--- src/rtl/reg_file_pkg.sv ---
`default_nettype none
// reg_file_pkg: shared defaults and helpers for the parametrised register file.
// Revision: 1.0
package reg_file_pkg;

  localparam int DEF_WIDTH = 16;
  localparam int DEF_NREGS = 4;
  localparam int ZERO_ADDR = 0;

  // Smallest r with 2**r >= n; usable in constant expressions.
  function automatic int clog2(input int n);
    int r;
    r = 0;
    for (int k = 0; k < 31; k++) begin
      if ((1 << k) < n) r = k + 1;
    end
    return r;
  endfunction

endpackage
`default_nettype wire

--- src/rtl/rf_scoreboard.sv ---
`default_nettype none
// rf_scoreboard: per-register busy bits with reserve/release and a registered busy popcount.
// Revision: 1.0
module rf_scoreboard
  import reg_file_pkg::*;
#(
  parameter int NREGS    = DEF_NREGS,
  parameter int AW       = clog2(DEF_NREGS),
  parameter bit ZERO_REG = 1'b1
) (
  input  logic             clock,
  input  logic             reset,
  input  logic             regwrite,
  input  logic [AW-1:0]    wr,
  input  logic             rsv_en,
  input  logic [AW-1:0]    rsv_addr,
  output logic [NREGS-1:0] sb,
  output logic [AW:0]      busy_count
);

  logic [NREGS-1:0] sb_next;
  logic [AW:0]      count_next;

  // Release before reserve, so a same-cycle reserve (the younger producer) wins.
  for (genvar i = 0; i < NREGS; i++) begin : g_sb
    if (ZERO_REG && (i == ZERO_ADDR)) begin : g_zero
      assign sb_next[i] = 1'b0;
    end else begin : g_live
      assign sb_next[i] = (sb[i] & ~(regwrite & (wr == AW'(i))))
                        | (rsv_en & (rsv_addr == AW'(i)));
    end
  end

  always_comb begin
    count_next = '0;
    for (int i = 0; i < NREGS; i++) begin
      count_next = count_next + {{AW{1'b0}}, sb_next[i]};
    end
  end

  always_ff @(posedge clock) begin
    if (reset) begin
      sb         <= '0;
      busy_count <= '0;
    end else begin
      sb         <= sb_next;
      busy_count <= count_next;
    end
  end

endmodule
`default_nettype wire

--- src/rtl/reg_file_sb.sv ---
`default_nettype none
// reg_file_sb: NREGS x WIDTH register file, 2 async reads, 1 sync write, optional bypass, scoreboard.
// Revision: 1.0
module reg_file_sb
  import reg_file_pkg::*;
#(
  parameter int  WIDTH    = DEF_WIDTH,
  parameter int  NREGS    = DEF_NREGS,
  parameter bit  BYPASS   = 1'b1,
  parameter bit  ZERO_REG = 1'b1,
  localparam int AW       = clog2(NREGS)
) (
  input  logic             clock,
  input  logic             reset,
  input  logic [AW-1:0]    rr1,
  input  logic [AW-1:0]    rr2,
  output logic [WIDTH-1:0] rd1,
  output logic [WIDTH-1:0] rd2,
  input  logic [AW-1:0]    wr,
  input  logic [WIDTH-1:0] wd,
  input  logic             regwrite,
  input  logic             rsv_en,
  input  logic [AW-1:0]    rsv_addr,
  output logic             busy1,
  output logic             busy2,
  output logic [AW:0]      busy_count
);

  logic [WIDTH-1:0] regs [NREGS];
  logic [NREGS-1:0] write_hit;
  logic [NREGS-1:0] sb;

  // The zero register has no storage and never sees a write hit, so it never bypasses.
  for (genvar i = 0; i < NREGS; i++) begin : g_reg
    if (ZERO_REG && (i == ZERO_ADDR)) begin : g_zero
      assign write_hit[i] = 1'b0;
      assign regs[i]      = '0;
    end else begin : g_store
      logic [WIDTH-1:0] q;
      assign write_hit[i] = regwrite & (wr == AW'(i));
      always_ff @(posedge clock) begin
        if (reset) begin
          q <= '0;
        end else if (write_hit[i]) begin
          q <= wd;
        end
      end
      assign regs[i] = q;
    end
  end

  rf_scoreboard #(
    .NREGS    (NREGS),
    .AW       (AW),
    .ZERO_REG (ZERO_REG)
  ) u_sb (
    .clock      (clock),
    .reset      (reset),
    .regwrite   (regwrite),
    .wr         (wr),
    .rsv_en     (rsv_en),
    .rsv_addr   (rsv_addr),
    .sb         (sb),
    .busy_count (busy_count)
  );

  // Addresses with no matching register fall through to the zero defaults.
  always_comb begin
    rd1   = '0;
    rd2   = '0;
    busy1 = 1'b0;
    busy2 = 1'b0;
    for (int i = 0; i < NREGS; i++) begin
      if (rr1 == AW'(i)) begin
        rd1   = (BYPASS && write_hit[i]) ? wd : regs[i];
        busy1 = sb[i] & ~(BYPASS & write_hit[i]);
      end
      if (rr2 == AW'(i)) begin
        rd2   = (BYPASS && write_hit[i]) ? wd : regs[i];
        busy2 = sb[i] & ~(BYPASS & write_hit[i]);
      end
    end
  end

endmodule
`default_nettype wire

--- config.mk ---
export PLATFORM = sky130hd
export DESIGN_NAME = reg_file_sb
export DESIGN_NICKNAME = d
export VERILOG_FILES = /design/src/rtl/reg_file_pkg.sv /design/src/rtl/rf_scoreboard.sv /design/src/rtl/reg_file_sb.sv
export SDC_FILE = /design/constraint.sdc
export NUM_CORES = 1
export LEC_CHECK = 0
export CAP_MARGIN = 10
export CORE_MARGIN = 5
export CORE_UTILIZATION = 45
export CTS_CLUSTER_SIZE = 30
export DETAILED_ROUTE_END_ITERATION = 10
export HOLD_SLACK_MARGIN = 0.02
export PLACE_DENSITY = 0.73
export SLEW_MARGIN = 20
export SYNTH_ARGS = -nofsm -noshare
export SYNTH_HDL_FRONTEND = slang
export SYNTH_SLANG_ARGS = --single-unit
--- constraint.sdc ---
create_clock -name clock -period 5.22 [get_ports clock]
set_clock_uncertainty 0.15 [all_clocks]
set_input_delay 1.044 -clock clock [delete_from_list [all_inputs] [get_ports clock]]
set_output_delay 1.044 -clock clock [all_outputs]
set_load 0.01 [all_outputs]
==> results_dict.tcl <==
set metrics [dict create \
    grt_antenna_before_repair 0 \
    hold_path_depth 2 \
    drive_above_1_share_pct 10.5 \
    place.gp.congestion 0.732 \
    ir_worst_vdd_mv 0.163 \
    grtUsageMet3_pct 4.03 \
    first_global_vias 2131 \
    number_of_sinks_driven_by_the_clock_tree 54 \
    clk_pin_slew_worst_paths_ps 90 \
    timing.final.setup_violations 0 \
    dp_hpwl_microns 4180 \
    netlist-cell-type-count 22 \
    classification_of_the_worst_setup_path "input port to primary output" \
    totalNegativeSetupSlack_ps 0 \
    clock_latency_of_the_later_clocked_register_in_the_worst_skew_pair_ps 310 \
    status "finished, final reports clean" \
    synthDominantCellAreaShare_pct 41.4 \
    max-slew-margin-rel_pct 34.3 \
    post_cts_hold_buffer_count 0 \
    crit_path_end_kind "primary output" \
    ys_seq_elements 54 \
    die_y_microns 86.1 \
    synth_top_area_cell "sky130_fd_sc_hd__dfxtp_1" \
    unrepaired_setup_endpoints_after_global_routing "false" \
    number_of_nets_in_the_synthesized_netlist 300 \
    worst-endpoint-required_ps 4030 \
    port_buffers 64 \
    cts_tree "done" \
    finalNetCount 355 \
    synthToLayoutAreaGrowth_pct 28.0 \
    final_wirelength_microns 6400 \
    total_power_uw 831 \
    fmax_mhz 232 \
    synthesis.instances 268 \
    worst_ep_arrival_time_ps 3110 \
    crit_path_cell_trace "clkdlybuf4s50_1 -> nand3b_1 -> buf_4 -> mux2_2 -> nand2_1 -> o221ai_1 -> clkdlybuf4s50_1" \
    crit_path_max_fo 19 \
    critical_path.n_buffers_inverters 3 \
    ys_async_rst_share_pct 0 \
    hold_class "register to register" \
    cts_inserted_buffers 5 \
    rows 27 \
    insertedDiodeCount 0 \
    root_buffer "sky130_fd_sc_hd__clkbuf_8" \
    synth_edf_count 0 \
    route.detailed.drc 0 \
    wire_length_of_the_first_global_routing_pass_microns 10400 \
    global_route.usage.met2_pct 28.0 \
    grt_start_max_net_pins 55 \
    ioPinCount 65 \
    total_leakage_power_uw 0.00143 \
    synth-main-ff-cell "sky130_fd_sc_hd__dfxtp_1" \
    route.vias.total 2148 \
    worstMarginPinSlew_ps 986 \
    syn-cell-area_sq_um 2610 \
    cts-root-to-sink-buffers 2 \
    synth-seq-area-share_pct 41.4 \
    synth.area.top_cells "sky130_fd_sc_hd__dfxtp_1 41%, sky130_fd_sc_hd__mux2i_1 12%, sky130_fd_sc_hd__o221ai_1 9.4%" \
    path_depth 7 \
    overflow 0 \
    critical_path.max_stage_delay_ps 530 \
    dieWidth_microns 86.1 \
    grt_util_all_layers_pct 17.7 \
    power_density_nw_per_um2 249 \
    crit_path_top_delay_cell "sky130_fd_sc_hd__clkdlybuf4s50_1" \
    avgRoutedWirePerCell_microns 16.2 \
    full_die_area_sq_um 7420 \
    minimum_clock_period_after_layout_ps 4300 \
    ys.warnings.count 0 \
    postRouteAntennaNets 0 \
    netlist_top_cells_count "54 x sky130_fd_sc_hd__dfxtp_1, 38 x sky130_fd_sc_hd__nand2_1, 32 x sky130_fd_sc_hd__mux2i_1, 32 x sky130_fd_sc_hd__nor2_1, 28 x sky130_fd_sc_hd__o221ai_1" \
    busiest_layer "met2" \
    place_worst_setup_slack_ps 915 \
    post-synth-top-count-cell "sky130_fd_sc_hd__dfxtp_1" \
    worst-r2r-cell-count 6 \
    initial_utilization_pct 46.8 \
    drv.max_cap_violation_count 0 \
    cts_resized 0 \
    largest_delay_share_family_worst_path "buffers and inverters" \
    timing.final.hold_violations 0 \
    global_route.usage.met1_pct 23.7 \
    layout_worst_path_cycle_share_pct 82.5 \
    dr.pass1.iters 4 \
    mean_instance_size_in_the_synthesized_netlist_sq_um 9.73 \
    cts.htree.levels 2 \
    core_area_sq_um 5570 \
    vias_per_std_cell 5.42 \
    setup_slack_ps 916 \
    timing.final.max_slew_violations 0 \
    worst_path_most_repeated_cell "sky130_fd_sc_hd__clkdlybuf4s50_1" \
    worst_setup_path_start_kind "input port" \
    post-cts-setup-buffers 0 \
    first_iter_violations 141 \
]
[power by group]
part | leakage (uW) | switching [uW] | internal (uW) | total (uW)
sequential | 0.000439 | 4.18 | 427 | 431
combinational | 0.000944 | 80.2 | 80.1 | 160
clock | 0.0000482 | 133 | 107 | 240
total | 0.00143 | 217 | 614 | 831
[stage by stage]
stage          util (%)  cells  instance area [sq um]  hold WS (ps)
4_1_cts            59.9    396                   3340           378
5_1_grt            59.9    396                   3340           406
6_report           59.9    396                   3340           374
3_3_place_gp       58.2    388                   3250           345
3_5_place_dp       58.2    388                   3250           356
2_1_floorplan         -    268                   2610           330
[layout make-up]
class | instances | area [sq um]
fill | 500 | 2240
clock buffer | 7 | 86.3
multi-input combinational | 192 | 1400
tap | 72 | 90.1
sequential | 54 | 1080
clock inverter | 1 | 5.00
timing repair buffer | 70 | 681
[cell families (layout without fill, tap and decap cells)]
| group | Yosys count | in the layout | share of synthesized area [%] |
|---|---|---|---|
| AO/OA/AOI/OAI | 39 | 39 | 13.6 |
| adder cells (fa/ha/maj) | 4 | 4 | 2.21 |
| buffers and inverters | 22 | 78 | 5.08 |
| flip-flops | 54 | 54 | 41.4 |
| multiplexers | 48 | 48 | 20.2 |
| AND/OR/NAND/NOR | 101 | 101 | 17.5 |
[cells in the final DEF, fill, tap and decap left out, drive strengths merged]
cell type      count
clkdlybuf4s50     63
dfxtp             54
nand2             38
mux2i             32
nor2              32
o221ai            32
nor2b             24
mux2              16
clkbuf             7
buf                7
o21ai              4
nand3              3
a32o               3
ha                 3
nand3b             2
nand2b             2
fa                 1
clkinv             1
[path summary, 6_finish.rpt]
check                                      startpoint               endpoint  slack (ps)
worst min-delay path            g_reg[2].g_store.q[7]  g_reg[2].g_store.q[7]         370
worst max-delay path                            wr[1]                rd2[12]         920
worst min register to register  g_reg[2].g_store.q[7]  g_reg[2].g_store.q[7]         370
worst max register to register             u_sb.sb[1]     u_sb.busy_count[2]        3540
[state kept, by name, indices dropped and copies added, names as in the netlist]
register and count:
u_sb.sb 3, u_sb.busy_count 3, g.g_store.q 48
[worst reg2reg max path, delay by kind of cell (launching register included)]
family          cells  cell delay, ps
fa+ha+maj           3             660
flops               1             370
compound gates      1             190
simple gates        2             170
[metal layers]
layer	vias up	share of wire [%]	wire length (microns)
li1	1061	-	-
met1	1002	46	2970
met2	74	44	2830
met3	11	7.7	490
met4	0	1.7	107
met5	-	0	0
No activity file was read; power rests on OpenSTA's default activity.
==> patch 1, RTL diff (config.mk and constraints unchanged) <==
Put a register stage on the output `rd2`. The value now appears one clock later. The other outputs are not delayed to match.
--- a/src/rtl/reg_file_sb.sv
+++ b/src/rtl/reg_file_sb.sv
@@ -25,6 +25,8 @@
   output logic             busy2,
   output logic [AW:0]      busy_count
 );
+
+  logic [WIDTH-1:0] rd2_d;
 
   logic [WIDTH-1:0] regs [NREGS];
   logic [NREGS-1:0] write_hit;
@@ -67,7 +69,7 @@
   // Addresses with no matching register fall through to the zero defaults.
   always_comb begin
     rd1   = '0;
-    rd2   = '0;
+    rd2_d = '0;
     busy1 = 1'b0;
     busy2 = 1'b0;
     for (int i = 0; i < NREGS; i++) begin
@@ -76,12 +78,16 @@
         busy1 = sb[i] & ~(BYPASS & write_hit[i]);
       end
       if (rr2 == AW'(i)) begin
-        rd2   = (BYPASS && write_hit[i]) ? wd : regs[i];
+        rd2_d = (BYPASS && write_hit[i]) ? wd : regs[i];
         busy2 = sb[i] & ~(BYPASS & write_hit[i]);
       end
     end
   end
 
+  always_ff @(posedge clock) begin
+    rd2 <= rd2_d;
+  end
+
 endmodule
 `default_nettype wire
 
Function: changed (Yosys sat finds a counterexample within 4 cycles, from zero or initial values and one cycle with reset high).
==> patch 1 against the original RTL <==
Sequential cell count is 16 higher; final area is 12% higher; largest cell class is now sequential cells; cell count is 7.1% higher; critical path type unchanged; critical path depth is 1 lower; area after synthesis is 11% higher; largest power group unchanged; wire length is 13% higher; fmax is 4.4% lower; highest routed layer unchanged; total power is 34% higher; setup slack worse by 0.20 ns.
==> patch 1: results (changes against the original RTL) <==
route:
  dr_total_vias: 2354  # +9.6%
  drt_iter0_drc: 110  # -22%
  routed_wl_um: 7250  # +13%
synthesis:
  ys_types: 21  # -4.5%
  synthTopCellsByCount: "70 x dfxtp_1, 38 x nand2_1, 32 x mux2i_1, 32 x nor2_1, 32 x o221ai_1"
  postSynthNetCount: 316  # +5.3%
  synth.top_cells.by_area: "dfxtp_1 48%, mux2i_1 11%, o221ai_1 9.7%"
  syn_avg_cell_area_um2: 10.2  # +4.9%
worst_setup_path:
  arrival_ns: 3.31  # +0.20 ns
  cp_max_fo: 9  # -10
grt:
  grt_usage_pct: 18.1  # +0.38 points
  met1_usage_pct: 22.4  # -1.3 points
  met2_usage_pct: 29.6  # +1.7 points
  grt_use_met3_pct: 4.58  # +0.55 points
placement:
  dpl.hpwl_um: 4560  # +9.0%
  pre_cts_slack_ns: 0.672  # -0.243 ns
  globalplace.congestion: 0.729  # -0.44%
cts:
  htree_num_levels: 3  # +1
  clkTransAtPathRegs_ns: 0.07  # -0.02 ns
cells_and_area:
  nNetsFinal: 375  # +5.6%
  drive_gt1_share_pct: 11.0  # +0.46 points
  multiInputGateArea_mm2: 0.00137  # -1.8%
status:
  status: "finished clean"
pwr:
  p_leak_nw: 1.60  # +12%
timing:
  max-slew-margin-rel_pct: 34.2  # about the same
-- patch 1: changes by cell type in the layout (fill, tap and decap cells not counted) --
cell	delta
clkinvlp_4	+1
clkinv_2	+2
o221ai_2	-4
o221ai_1	+4
clkbuf_8	+5
dfxtp_1	+16
clkbuf_1	-1
-- patch 1: cells by family after synthesis --
group,synth area share [%]
compound gates,11.4
fa+ha+maj,1.99
simple gates,15.7
flops,48.3
buf+inv,4.40
mux,18.2
-- patch 1: layout make-up --
type	instances	area share (%)
sequential	70	37.6
clock buffer	11	4.07
multi-input combinational	192	36.8
tap	77	2.59
clock inverter	4	0.605
timing repair buffer	70	18.3
-- patch 1: path summary, 6_finish.rpt --
kind	slack, ns	endpoint	start
worst max-delay path	0.72	rd1[1]	wr[0]
worst min-delay path	0.37	g_reg[2].g_store.q[10]	g_reg[2].g_store.q[10]
worst max register to register	3.56	u_sb.busy_count[2]	u_sb.sb[2]
worst min register to register	0.37	g_reg[2].g_store.q[10]	g_reg[2].g_store.q[10]
-- patch 1: metal layers --
layer | wire length [um] | vias up
li1 | - | 1119
met1 | 3270 | 1152
met2 | 3510 | 69
met3 | 362 | 14
met4 | 104 | 0
met5 | 0 | -
-- patch 1: tightest hold or removal path, stage by stage, from the launching register on --
cell and delay [ns]:
dfxtp_1 0.31, mux2i_1 0.09, nor2_1 0.09
-- patch 1: stage by stage --
stage | total power (W) | cell area [um^2]
6_report | 0.00111 | 3720
5_1_grt | 0.00116 | 3720
4_1_cts | 0.00112 | 3720
3_5_place_dp | 0.000734 | 3550
3_3_place_gp | 0.000731 | 3550
2_1_floorplan | 0.000659 | 2900
-- patch 1: power breakdown --
part	switching, W	internal, W
Combinational	0.0000805	0.0000796
Sequential	0.00000600	0.000556
Clock	0.000197	0.000193
==> patch 2, RTL diff (same flow settings) <==
Without the edit above. Change the package constant `DEF_NREGS` from 4 to 2.
--- a/src/rtl/reg_file_pkg.sv
+++ b/src/rtl/reg_file_pkg.sv
@@ -4,7 +4,7 @@
 package reg_file_pkg;
 
   localparam int DEF_WIDTH = 16;
-  localparam int DEF_NREGS = 4;
+  localparam int DEF_NREGS = 2;
   localparam int ZERO_ADDR = 0;
 
   // Smallest r with 2**r >= n; usable in constant expressions.
Ports: changed (5 resized); port bits go from 65 to 60. The function was not compared with the original's and may differ.
==> patch 2 against the original RTL <==
Area after synthesis shrank 59%; critical endpoint is now rd1[10]; wire length fell by 53%; total power fell by 64%; sequential cell count is 37 lower; highest routed layer unchanged; final area is 51% lower; setup slack improved by 0.34 ns; first-iteration DRC count decreased by 91%; critical path depth down 2.
==> patch 2: results (changes against the original RTL) <==
status:
  status: "finished clean"
route:
  drt_iter0_drc: 12  # -91%
  routed_wl_um: 2980  # -53%
  avgViaCountPerCell: 5.24  # -3.3%
worst_setup_path:
  slowest_delay_ns: 0.56  # +0.03 ns
  rr_worst_depth: 2  # -4
  arrival_ns: 2.77  # -0.34 ns
  ff2ff_setup_slack_ns: 4.30  # +0.76 ns
  critPathCapture: "rd1[10]"
  cp_max_fo: 33  # +14
  setup.worst_path.start: "wr"
cells_and_area:
  drive_gt1_share_pct: 8.33  # -2.2 points
  nNetsFinal: 193  # -46%
  fillers: 183  # -63%
grt:
  grt_max_degree: 34  # -38%
  met1_usage_pct: 21.8  # -1.9 points
  grt_use_met3_pct: 2.63  # -1.4 points
  grt_usage_pct: 17.1  # -0.65 points
  grt_pass1_wl_um: 4620  # -56%
  antenna_found_initial: 0  # unchanged
  grt_pass1_vias: 1048  # -51%
  met2_usage_pct: 29.0  # +1.1 points
cts:
  insertion_delay_ns: 0.29  # -0.02 ns
  htree_num_levels: 1  # -1
  root_buffer: "clkbuf_4"
  cts_buffer_depth: 2  # unchanged
  cts_buffers: 3  # -2
placement:
  globalplace.congestion: 0.695  # -5.1%
  dpl.hpwl_um: 2130  # -49%
  portBuffers: 58  # -9.4%
timing:
  tightest_slew_ns: 0.690  # -0.297 ns
synthesis:
  synthTopCellsByCount: "23 x a21boi_1, 17 x dfxtp_1, 16 x a21oi_1, 16 x nand3_1, 10 x a21bo_1"
  ys_seq_area_share_pct: 31.9  # -9.6 points
  synth.top_cells.by_area: "dfxtp_1 32%, a21boi_1 16%, a21bo_1 9.4%"
  postSynthNetCount: 141  # -53%
  ys_types: 20  # -9.1%
pwr:
  p_leak_nw: 0.594  # -58%
  ir_worst_vdd_mv: 0.116  # -29%
[patch 2: changes by cell type in the layout (fill, tap and decap cells not counted), sizes merged, moves of 13 or more]
cell and delta:
o221ai -32, mux2 -16, nor2 -32, dfxtp -37, a21boi +32, mux2i -32, a21bo +16, a21oi +16
nor2b -23, nand3 +13, nand2 -36
[patch 2: through the flow]
stage	setup slack (ns)	power [W]	area, um^2	utilization (%)	cells
final	1.26	0.000302	1630	72.8	196
after detailed placement	1.26	0.000231	1600	71.7	192
after CTS	1.25	0.000305	1630	72.8	196
after floorplan	2.30	0.000187	1070	-	117
after global routing	1.15	0.000317	1630	72.8	196
after global placement	1.29	0.000230	1600	71.7	192
[patch 2: routing by layer]
layer	routed length [um]	part of all wire, %	vias to the layer above
met1	1380	46	471
met2	1450	49	27
met4	11	0.37	0
met3	133	4.5	2
li1	-	-	528
met5	0	0	-
[patch 2: how the worst min path moves through the flow]
stage,startpoint,end,slack (ns),cells after the start
after floorplan,register,register,0.41,2
after global placement,register,register,0.42,2
after detailed placement,register,register,0.42,2
after CTS,register,register,0.44,2
after global routing,register,register,0.45,2
final,register,register,0.44,2
[patch 2: cell type report]
class	count	area, um^2	share of cell area, %
timing repair buffer	60	596	36.6
clock buffer	4	26.3	1.62
multi-input combinational	87	629	38.7
tap	28	35.0	2.15
sequential	17	340	20.9
[patch 2: cells by family (layout without fill, tap and decap cells)]
family / Yosys count / count (layout) / synth area share [%]
AO/OA/AOI/OAI: 65 / 65 / 48.7
AND/OR/NAND/NOR: 21 / 21 / 9.97
flip-flops: 17 / 17 / 31.9
buffers and inverters: 13 / 64 / 9.14
other: 1 / 1 / 0.351
[patch 2: power by group]
group / switching [W] / total, W / internal (W)
Combinational: 0.0000387 / 0.0000907 / 0.0000520
Clock: 0.0000442 / 0.0000740 / 0.0000297
Sequential: 0.00000153 / 0.000137 / 0.000136
[patch 2: critical path, delay by kind of cell]
| kind | cells | cell delay, ns |
|---|---|---|
| buffers and inverters | 3 | 1.34 |
| AND/OR/NAND/NOR | 1 | 0.19 |
| AO/OA/AOI/OAI | 1 | 0.19 |
